### config.mk
export PLATFORM = sky130hd
export DESIGN_NAME = hms_timer
export DESIGN_NICKNAME = d
export VERILOG_FILES = /design/src/rtl/hms_timer.sv
export SDC_FILE = /design/constraint.sdc
export NUM_CORES = 1
export LEC_CHECK = 0
export BUFFER_PORTS_ARGS = -buffer_cell sky130_fd_sc_hd__buf_2
export CAP_MARGIN = 20
export CORE_MARGIN = 4
export CORE_UTILIZATION = 55
export CTS_CLUSTER_SIZE = 8
export DETAILED_ROUTE_END_ITERATION = 12
export HOLD_SLACK_MARGIN = 0.06
export PLACE_DENSITY = 0.89
export SLEW_MARGIN = 20
export SYNTH_ARGS = -nofsm -noshare
export SYNTH_HDL_FRONTEND = slang
export SYNTH_SLANG_ARGS = --single-unit
### constraint.sdc
create_clock -name clk -period 4.4 [get_ports clk]
set_clock_uncertainty 0.15 [all_clocks]
set_input_delay 0.66 -clock clk [delete_from_list [all_inputs] [get_ports clk]]
set_output_delay 0.66 -clock clk [all_outputs]
set_load 0.005 [all_outputs]
### src/rtl/hms_timer.sv
// Hours/minutes/seconds timekeeper with a CLK_HZ prescaler, up/down counting,
// field adjust with optional carry, preset load and registered event pulses.
module hms_timer #(
  parameter int CLK_HZ    = 50_000_000,
  parameter int HOURS_MAX = 23,
  parameter int ADJ_CARRY = 0,
  localparam int HW       = $clog2(HOURS_MAX + 1)
) (
  input  logic          clk,
  input  logic          reset,
  input  logic          run,
  input  logic          count_down,
  input  logic [1:0]    sel,
  input  logic          plus,
  input  logic          minus,
  input  logic          load,
  input  logic [HW-1:0] load_h,
  input  logic [5:0]    load_m,
  input  logic [5:0]    load_s,
  output logic [HW-1:0] hours,
  output logic [5:0]    mins,
  output logic [5:0]    secs,
  output logic          sec_tick,
  output logic          rollover,
  output logic          expired,
  output logic          zero
);

  localparam int             PW    = (CLK_HZ > 1) ? $clog2(CLK_HZ) : 1;
  localparam logic [PW-1:0]  P_MAX = PW'(CLK_HZ - 1);
  localparam logic [HW-1:0]  H_MAX = HW'(HOURS_MAX);

  logic [PW-1:0] presc_q, presc_d;
  logic [HW-1:0] hours_q, hours_d;
  logic [5:0]    mins_q, mins_d;
  logic [5:0]    secs_q, secs_d;
  logic          tick_q, tick_d;
  logic          roll_q, roll_d;
  logic          exp_q, exp_d;
  logic          zero_q, zero_d;

  logic          step_req;
  logic          adj_ok;
  logic          dir_up;
  logic [HW-1:0] h_new;
  logic [5:0]    m_new, s_new;
  logic          h_wr, m_wr, s_wr;
  logic          at_max;

  assign step_req = run && (presc_q == P_MAX);
  assign adj_ok   = (plus ^ minus) && (sel != 2'b00);
  // One +/-1 datapath serves both adjust (direction from plus) and step.
  assign dir_up   = adj_ok ? plus : !count_down;

  assign s_wr  = dir_up ? (secs_q == 6'd59) : (secs_q == 6'd0);
  assign m_wr  = dir_up ? (mins_q == 6'd59) : (mins_q == 6'd0);
  assign h_wr  = dir_up ? (hours_q == H_MAX) : (hours_q == '0);
  assign s_new = s_wr ? (dir_up ? 6'd0 : 6'd59) : (dir_up ? secs_q + 6'd1 : secs_q - 6'd1);
  assign m_new = m_wr ? (dir_up ? 6'd0 : 6'd59) : (dir_up ? mins_q + 6'd1 : mins_q - 6'd1);
  assign h_new = h_wr ? (dir_up ? '0 : H_MAX)
                      : (dir_up ? hours_q + HW'(1) : hours_q - HW'(1));
  assign at_max = (secs_q == 6'd59) && (mins_q == 6'd59) && (hours_q == H_MAX);

  always_comb begin
    presc_d = presc_q;
    hours_d = hours_q;
    mins_d  = mins_q;
    secs_d  = secs_q;
    tick_d  = 1'b0;
    roll_d  = 1'b0;
    exp_d   = 1'b0;
    if (load) begin
      presc_d = '0;
      hours_d = (load_h > H_MAX) ? H_MAX : load_h;
      mins_d  = (load_m > 6'd59) ? 6'd59 : load_m;
      secs_d  = (load_s > 6'd59) ? 6'd59 : load_s;
    end else if (adj_ok) begin
      presc_d = '0;
      case (sel)
        2'b01: begin
          secs_d = s_new;
          if ((ADJ_CARRY != 0) && s_wr) begin
            mins_d = m_new;
            if (m_wr) hours_d = h_new;
          end
        end
        2'b10: begin
          mins_d = m_new;
          if ((ADJ_CARRY != 0) && m_wr) hours_d = h_new;
        end
        default: hours_d = h_new;
      endcase
    end else if (run) begin
      if (step_req) begin
        presc_d = '0;
        // Counting down stops at 0:00:00; the request is consumed without effect.
        if (!(count_down && zero_q)) begin
          tick_d = 1'b1;
          secs_d = s_new;
          if (s_wr) begin
            mins_d = m_new;
            if (m_wr) hours_d = h_new;
          end
          roll_d = !count_down && at_max;
          exp_d  = count_down && (hours_q == '0) && (mins_q == 6'd0) && (secs_q == 6'd1);
        end
      end else begin
        presc_d = presc_q + PW'(1);
      end
    end
    zero_d = (hours_d == '0) && (mins_d == 6'd0) && (secs_d == 6'd0);
  end

  always_ff @(posedge clk) begin
    if (reset) begin
      presc_q <= '0;
      hours_q <= '0;
      mins_q  <= '0;
      secs_q  <= '0;
      tick_q  <= 1'b0;
      roll_q  <= 1'b0;
      exp_q   <= 1'b0;
      zero_q  <= 1'b1;
    end else begin
      presc_q <= presc_d;
      hours_q <= hours_d;
      mins_q  <= mins_d;
      secs_q  <= secs_d;
      tick_q  <= tick_d;
      roll_q  <= roll_d;
      exp_q   <= exp_d;
      zero_q  <= zero_d;
    end
  end

  assign hours    = hours_q;
  assign mins     = mins_q;
  assign secs     = secs_q;
  assign sec_tick = tick_q;
  assign rollover = roll_q;
  assign expired  = exp_q;
  assign zero     = zero_q;

endmodule

; ---- Word-level counts from Yosys, hierarchy flattened
; Cells that the tools add are included.
[classes]
add_sub_neg = 7
n_lt_le_gt_ge = 3
n_eq_ne = 7
mux = 38
bitwise_logic = 3
reduce_logical = 23
[ops]
columns = operator, count
row1 = $mux W6, 20
row2 = $mux W5, 12
row3 = $add A26 B1 Y26 const B, 1
row4 = $eq A26 B26 Y1 const B, 1
row5 = $mux W26, 1
row6 = $logic_not A6 Y1, 4
row7 = $add A6 B1 Y6 const B, 2
row8 = $eq A6 B6 Y1 const B, 2
row9 = $gt A6 B6 Y1 const B, 2
row10 = $sub A6 B1 Y6 const B, 2
row11 = $logic_and A1 B1 Y1, 11
row12 = $logic_not A5 Y1, 2
row13 = $eq A6 B1 Y1 const B, 1
row14 = $reduce_or A6 Y1, 1
row15 = $add A5 B1 Y5 const B, 1
row16 = $eq A5 B5 Y1 const B, 1
row17 = $gt A5 B5 Y1 const B, 1
row18 = $mux W1, 5
row19 = $reduce_or A5 Y1, 1
row20 = $sub A5 B1 Y5 const B, 1
row21 = $reduce_or A3 Y1, 1
row22 = $eq A2 B1 Y1 const B, 1
row23 = $eq A2 B2 Y1 const B, 1
row24 = $not A1 Y1, 2
row25 = 4 further kinds, 4
[word_totals]
register_bits = 47
in_bits = 26
output_inout_bits = 21
elab_cells = 89

; ---- Longest topological paths before layout
[depth]
ltp_word = 15
depth_mapped = 17
depth_no_buf = 15

; ---- Worst setup path after synthesis
; OpenSTA, ideal clock, no wires.
[synth_timing]
path_type = input to register
startpoint = input sel[0]
endpoint = register zero_q, in the netlist zero
setup_ps = 96
t_arrival_ps = 3573
required_time_ps = 4154
slack_ps = 582
stages = 17
n_path_buf = 2
path_cell_list = inv_1 -> ha_1 -> nor2b_1 -> o21ba_2 -> nor2_1 -> clkbuf_1 -> buf_1 -> xnor2_1 -> ha_1 -> nor2_1 -> a21oi_1 -> o21ai_0 -> o211ai_1 -> mux2_1 -> o211ai_2 -> nand4b_1 -> o41ai_2
[synth_via]
elab_chain_len = 15
elab_cells_between_ends = 43
cone_classes = eq/ne: 2 / mux: 33 / reduce/logical: 8
[synth_rtl]
columns = item, line
row1 = "start, declared", 13  ; input logic [1:0] sel,
row2 = $reduce_bool A2 Y1, 51  ; assign adj_ok = (plus ^ minus) && (sel != 2'b00);
row3 = $logic_and A1 B1 Y1, 51
row4 = $mux W1, 53  ; assign dir_up = adj_ok ? plus : !count_down;
row5 = "$mux W5, or another cell as far along", 61  ; : (dir_up ? hours_q + HW'(1) : hours_q - HW'(1));
row6 = $mux W5, 60  ; assign h_new = h_wr ? (dir_up ? '0 : H_MAX)
row7 = $mux W5, 102  ; if (m_wr) hours_d = h_new;
row8 = $mux W5, 100  ; if (s_wr) begin
row9 = $mux W5, 97  ; if (!(count_down && zero_q)) begin
row10 = $mux W5, 94  ; if (step_req) begin
row11 = $mux W5, 93  ; end else if (run) begin
row12 = $mux W5, 77  ; end else if (adj_ok) begin
row13 = $mux W5, 72  ; if (load) begin
row14 = $logic_not A5 Y1, 111  ; zero_d = (hours_d == '0) && (mins_d == 6'd0) && (secs_d == 6'd0);
row15 = $logic_and A1 B1 Y1, 111
row16 = $logic_and A1 B1 Y1 (*), 111
row17 = "end signal, assigned", 132  ; zero_q <= zero_d;
row18 = "end, declared", 40  ; logic zero_q, zero_d;
; Every way passes the cells marked *; elsewhere a longest branch is shown, timed or not.
; A chain may end at the register's enable or synchronous reset.

; ---- Final worst setup path
[layout_timing]
startpoint = register secs_q[0], in the netlist secs[0]
endpoint = register zero_q, in the netlist zero
[layout_via]
elab_chain_len = 11
elab_cells_between_ends = 30
cone_classes = add/sub: 2 / eq/ne: 1 / mux: 21 / reduce/logical: 6
[layout_rtl]
columns = item, line
row1 = "start, declared", 36  ; logic [5:0] secs_q, secs_d;
row2 = "start signal, assigned", 128  ; secs_q <= secs_d;
row3 = branches (longest 10 deep; another with $sub A6 B1 Y6), --
row4 = $logic_and A1 B1 Y1 (*), 111
; Mark *: on every way between the ends.

==> summary.txt <==
Clock network
  – H-tree levels: 2
  – CTS root buffer: clkbuf_8
  – Reg clk slew, reported paths: 0.09 ns
  – Clock Latency Late Sink: 0.31 ns
  – Clk sinks: 47
  – Post-CTS setup buffer count: 0
  – Number of gates resized after cts: 0
  – Clock buffer count from CTS: 5
  – CTS Hold Bufs: 0
  – Clk buf depth: 2
  – CTS tree: yes

Worst setup path
  – Critical Path RT: 4.46 ns
  – FF-to-FF setup slack: 0.71 ns
  – Crit-path max cell delay: 0.42 ns
  – CP startpoint kind: flip-flop
  – CP Capture Type: flip-flop
  – Crit path kind: flip-flop to flip-flop
  – Crit path cell chain: inv_1, ha_1, or3b_1, or3_1, a211o_1, a211oi_4, a21o_2, mux2_1, o211ai_2, nand4b_1, o41ai_2
  – Crit-path max FO: 8
  – Crit-path slowest cell: or3_1
  – Worst R2R Path Depth: 11
  – RR Endpoint: zero
  – Critical path arrival: 3.76 ns
  – Worst Path Buf+Inv: 1
  – Reg-to-Reg Start: secs[0]
  – CP top delay family: compound AO/OA/AOI/OAI gates

Timing
  – Final Max Slew Viols: 0
  – Slew HR: 0.4709
  – RSZ-0062 raised after global routing: no
  – Period utilization: 0.8396
  – Final hold vios: 0
  – Sum Neg Setup Slack: 0 ns
  – FMAX: 270.7 MHz
  – Final setup vio count: 0
  – Period minus WS final: 3.694 ns
  – Setup WS post-layout: 0.7057 ns
  – Worst slew pin tran: 0.7917 ns

Synth
  – Synthesized area: 3174 µm²
  – Total nets after synthesis: 443
  – Seq cells post-synth: 47
  – Avg Cell Area, Syn: 7.780 µm²
  – EDFF count, synth: 0
  – Post-Syn Instances: 408
  – Yosys cell types: 75
  – Asr flop ratio synth: 0
  – Sequential element share of the synthesized area: 0.2964
  – Main synth FF type: dfxtp_1
  – Synthesis warning total: 0

Pwr
  – Leak: 0.001335 µW
  – Peak VDD IR: 210.6 µV
  – PwrDens: 287.4 nW/µm²

Routing
  – Routed WL per cell: 16.79 µm
  – Initial DRC count: 311
  – DRT antenna net count: 0
  – Vias: 3,270
  – First drt pass iteration count: 6
  – Via-to-Cell Ratio: 6.325
  – Final WL: 8681 µm
  – Residual DRC: 0

Final layout
  – Final Util: 0.6398
  – Antenna cells: 0
  – Final Non-Filler Cells: 517
  – Fin nets: 479
  – Syn-to-layout area delta: 11.67%
  – Ratio of cells with drive above 1 in the final layout: 0.1596

Floorplanning
  – Top-Level Pins: 47
  – Die width: 83.97 µm
  – # rows: 27
  – Starting Density: 0.5729
  – Die height: 83.97 µm
  – Core area: 5540 µm²
  – Die ar.: 7051 µm²

Placement
  – RD Place Congestion: 0.9578
  – HPWL Detailed: 6364 µm
  – Setup WS pre-CTS: 0.5745 ns
  – Cells after DPL: 509
  – IO Port Bufs: 46

Run
  – Max Cap Violations: 0

Min path
  – Worst hold start: presc_q[1]
  – Worst Hold Path Cells: 2
  – Worst Hold End: presc_q[1]
  – HP Class: flip-flop to flip-flop

GRT
  – Vias in the first global route: 3,037
  – Total grt overflow: 0
  – Initial antenna violation count: 0
  – First-pass GRT wire length: 14,500 µm
  – GRT Util Overall: 0.2467
  – Largest net degree at the start of global routing: 30

Status
  – Status: finished clean
## worst register-to-register path: cells and delay by family, from the launching register on
family                   cells  cell delay (ns)
AO/OA/AOI/OAI                5             1.42
adder cells (fa/ha/maj)      1             0.19
AND/OR/NAND/NOR              3             0.92
flip-flops                   1             0.40
multiplexers                 1             0.36
buffers and inverters        1             0.16
## worst max path at each step
stage / from / end / slack, ns / cells after the start
2_1_floorplan: sel[0] / zero / 0.58 / 17
3_3_place_gp: sel[0] / zero / 0.71 / 16
3_5_place_dp: sel[0] / zero / 0.57 / 12
4_1_cts: secs[0] / zero / 0.73 / 11
5_1_grt: secs[0] / zero / 0.50 / 11
6_report: secs[0] / zero / 0.71 / 11
## sequential cells by signal, summed over array words and instances (netlist names)
register / count
presc_q: 26
sec_tick: 1
hours: 5
expired: 1
mins: 6
zero: 1
secs: 6
rollover: 1
## cells by family (layout without fill, tap and decap cells)
| kind of cell | Yosys count | in the layout | synth area share |
|---|---|---|---|
| AND/OR/NAND/NOR | 191 | 191 | 0.3134 |
| AO/OA/AOI/OAI | 92 | 92 | 0.2105 |
| flip-flops | 47 | 47 | 0.2964 |
| buffers and inverters | 33 | 70 | 0.04218 |
| XOR/XNOR | 30 | 30 | 0.08277 |
| adder cells (fa/ha/maj) | 9 | 9 | 0.03548 |
| multiplexers | 6 | 6 | 0.01931 |
## report_power, final
| group | internal, µW | switching [µW] |
|---|---|---|
| Combinational | 93.0 | 125 |
| Clock | 172 | 162 |
| Sequential | 438 | 28.4 |
| Total | 703 | 315 |
## per-stage QoR
step	hold slack, ns	area, µm²	power (µW)
floorplan	0.3112	3174	623.1
global placement	0.3271	3428	684.9
detailed placement	0.3454	3428	686.9
CTS	0.3613	3545	1019
global route	0.3803	3545	1062
finish	0.3561	3545	1019
## area by class of cell
class / count / area [µm²]
clock buffer: 5 / 68.82
clock inverter: 3 / 47.55
fill: 474 / 1996
inverter: 14 / 52.55
multi-input combinational: 328 / 2100
sequential: 47 / 940.9
tap: 72 / 90.09
timing repair buffer: 48 / 245.2
## routing by layer
layer / share of wire / wire [µm] / GRT usage / vias up
met5: 0 / 0 / 0 / -
met4: 0.014 / 124 / 0.06725 / 0
met3: 0.076 / 656 / 0.04344 / 16
met2: 0.48 / 4154 / 0.4136 / 141
met1: 0.43 / 3745 / 0.3251 / 1541
li1: - / - / - / 1572
## layout by cell type (no fill, tap or decap), types with 15 or more instances in the layout
master   count
a21oi_1     15
o21ai_0     16
nand2_1     33
nor3_1      17
nand3_1     21
dfxtp_1     47
xor2_1      20
buf_2       46
nand4_1     15
nor2_1      50
## cells in the mapped netlist (3+ instances only)
cell / count / share of area
nor2_1: 50 / 0.059
dfxtp_1: 47 / 0.30
nand2_1: 33 / 0.039
nand3_1: 21 / 0.033
xor2_1: 20 / 0.055
nor3_1: 17 / 0.027
o21ai_0: 16 / 0.025
a21oi_1: 15 / 0.024
nand4_1: 15 / 0.030
clkbuf_1: 14 / 0.017
inv_1: 14 / 0.017
xnor2_1: 10 / 0.028
ha_1: 9 / 0.035
and2_1: 8 / 0.016
nor4_1: 8 / 0.016
o31ai_1: 6 / 0.014
a31oi_1: 5 / 0.0099
mux2i_1: 5 / 0.016
or3_1: 5 / 0.0099
and3_1: 4 / 0.0079
nand2b_1: 4 / 0.0079
o21ai_1: 4 / 0.0063
a311oi_1: 3 / 0.0083
and4_1: 3 / 0.0083
nor2b_1: 3 / 0.0059
nor3b_1: 3 / 0.0071
or2_2: 3 / 0.0059
No activity file was read; power rests on OpenSTA's default activity.
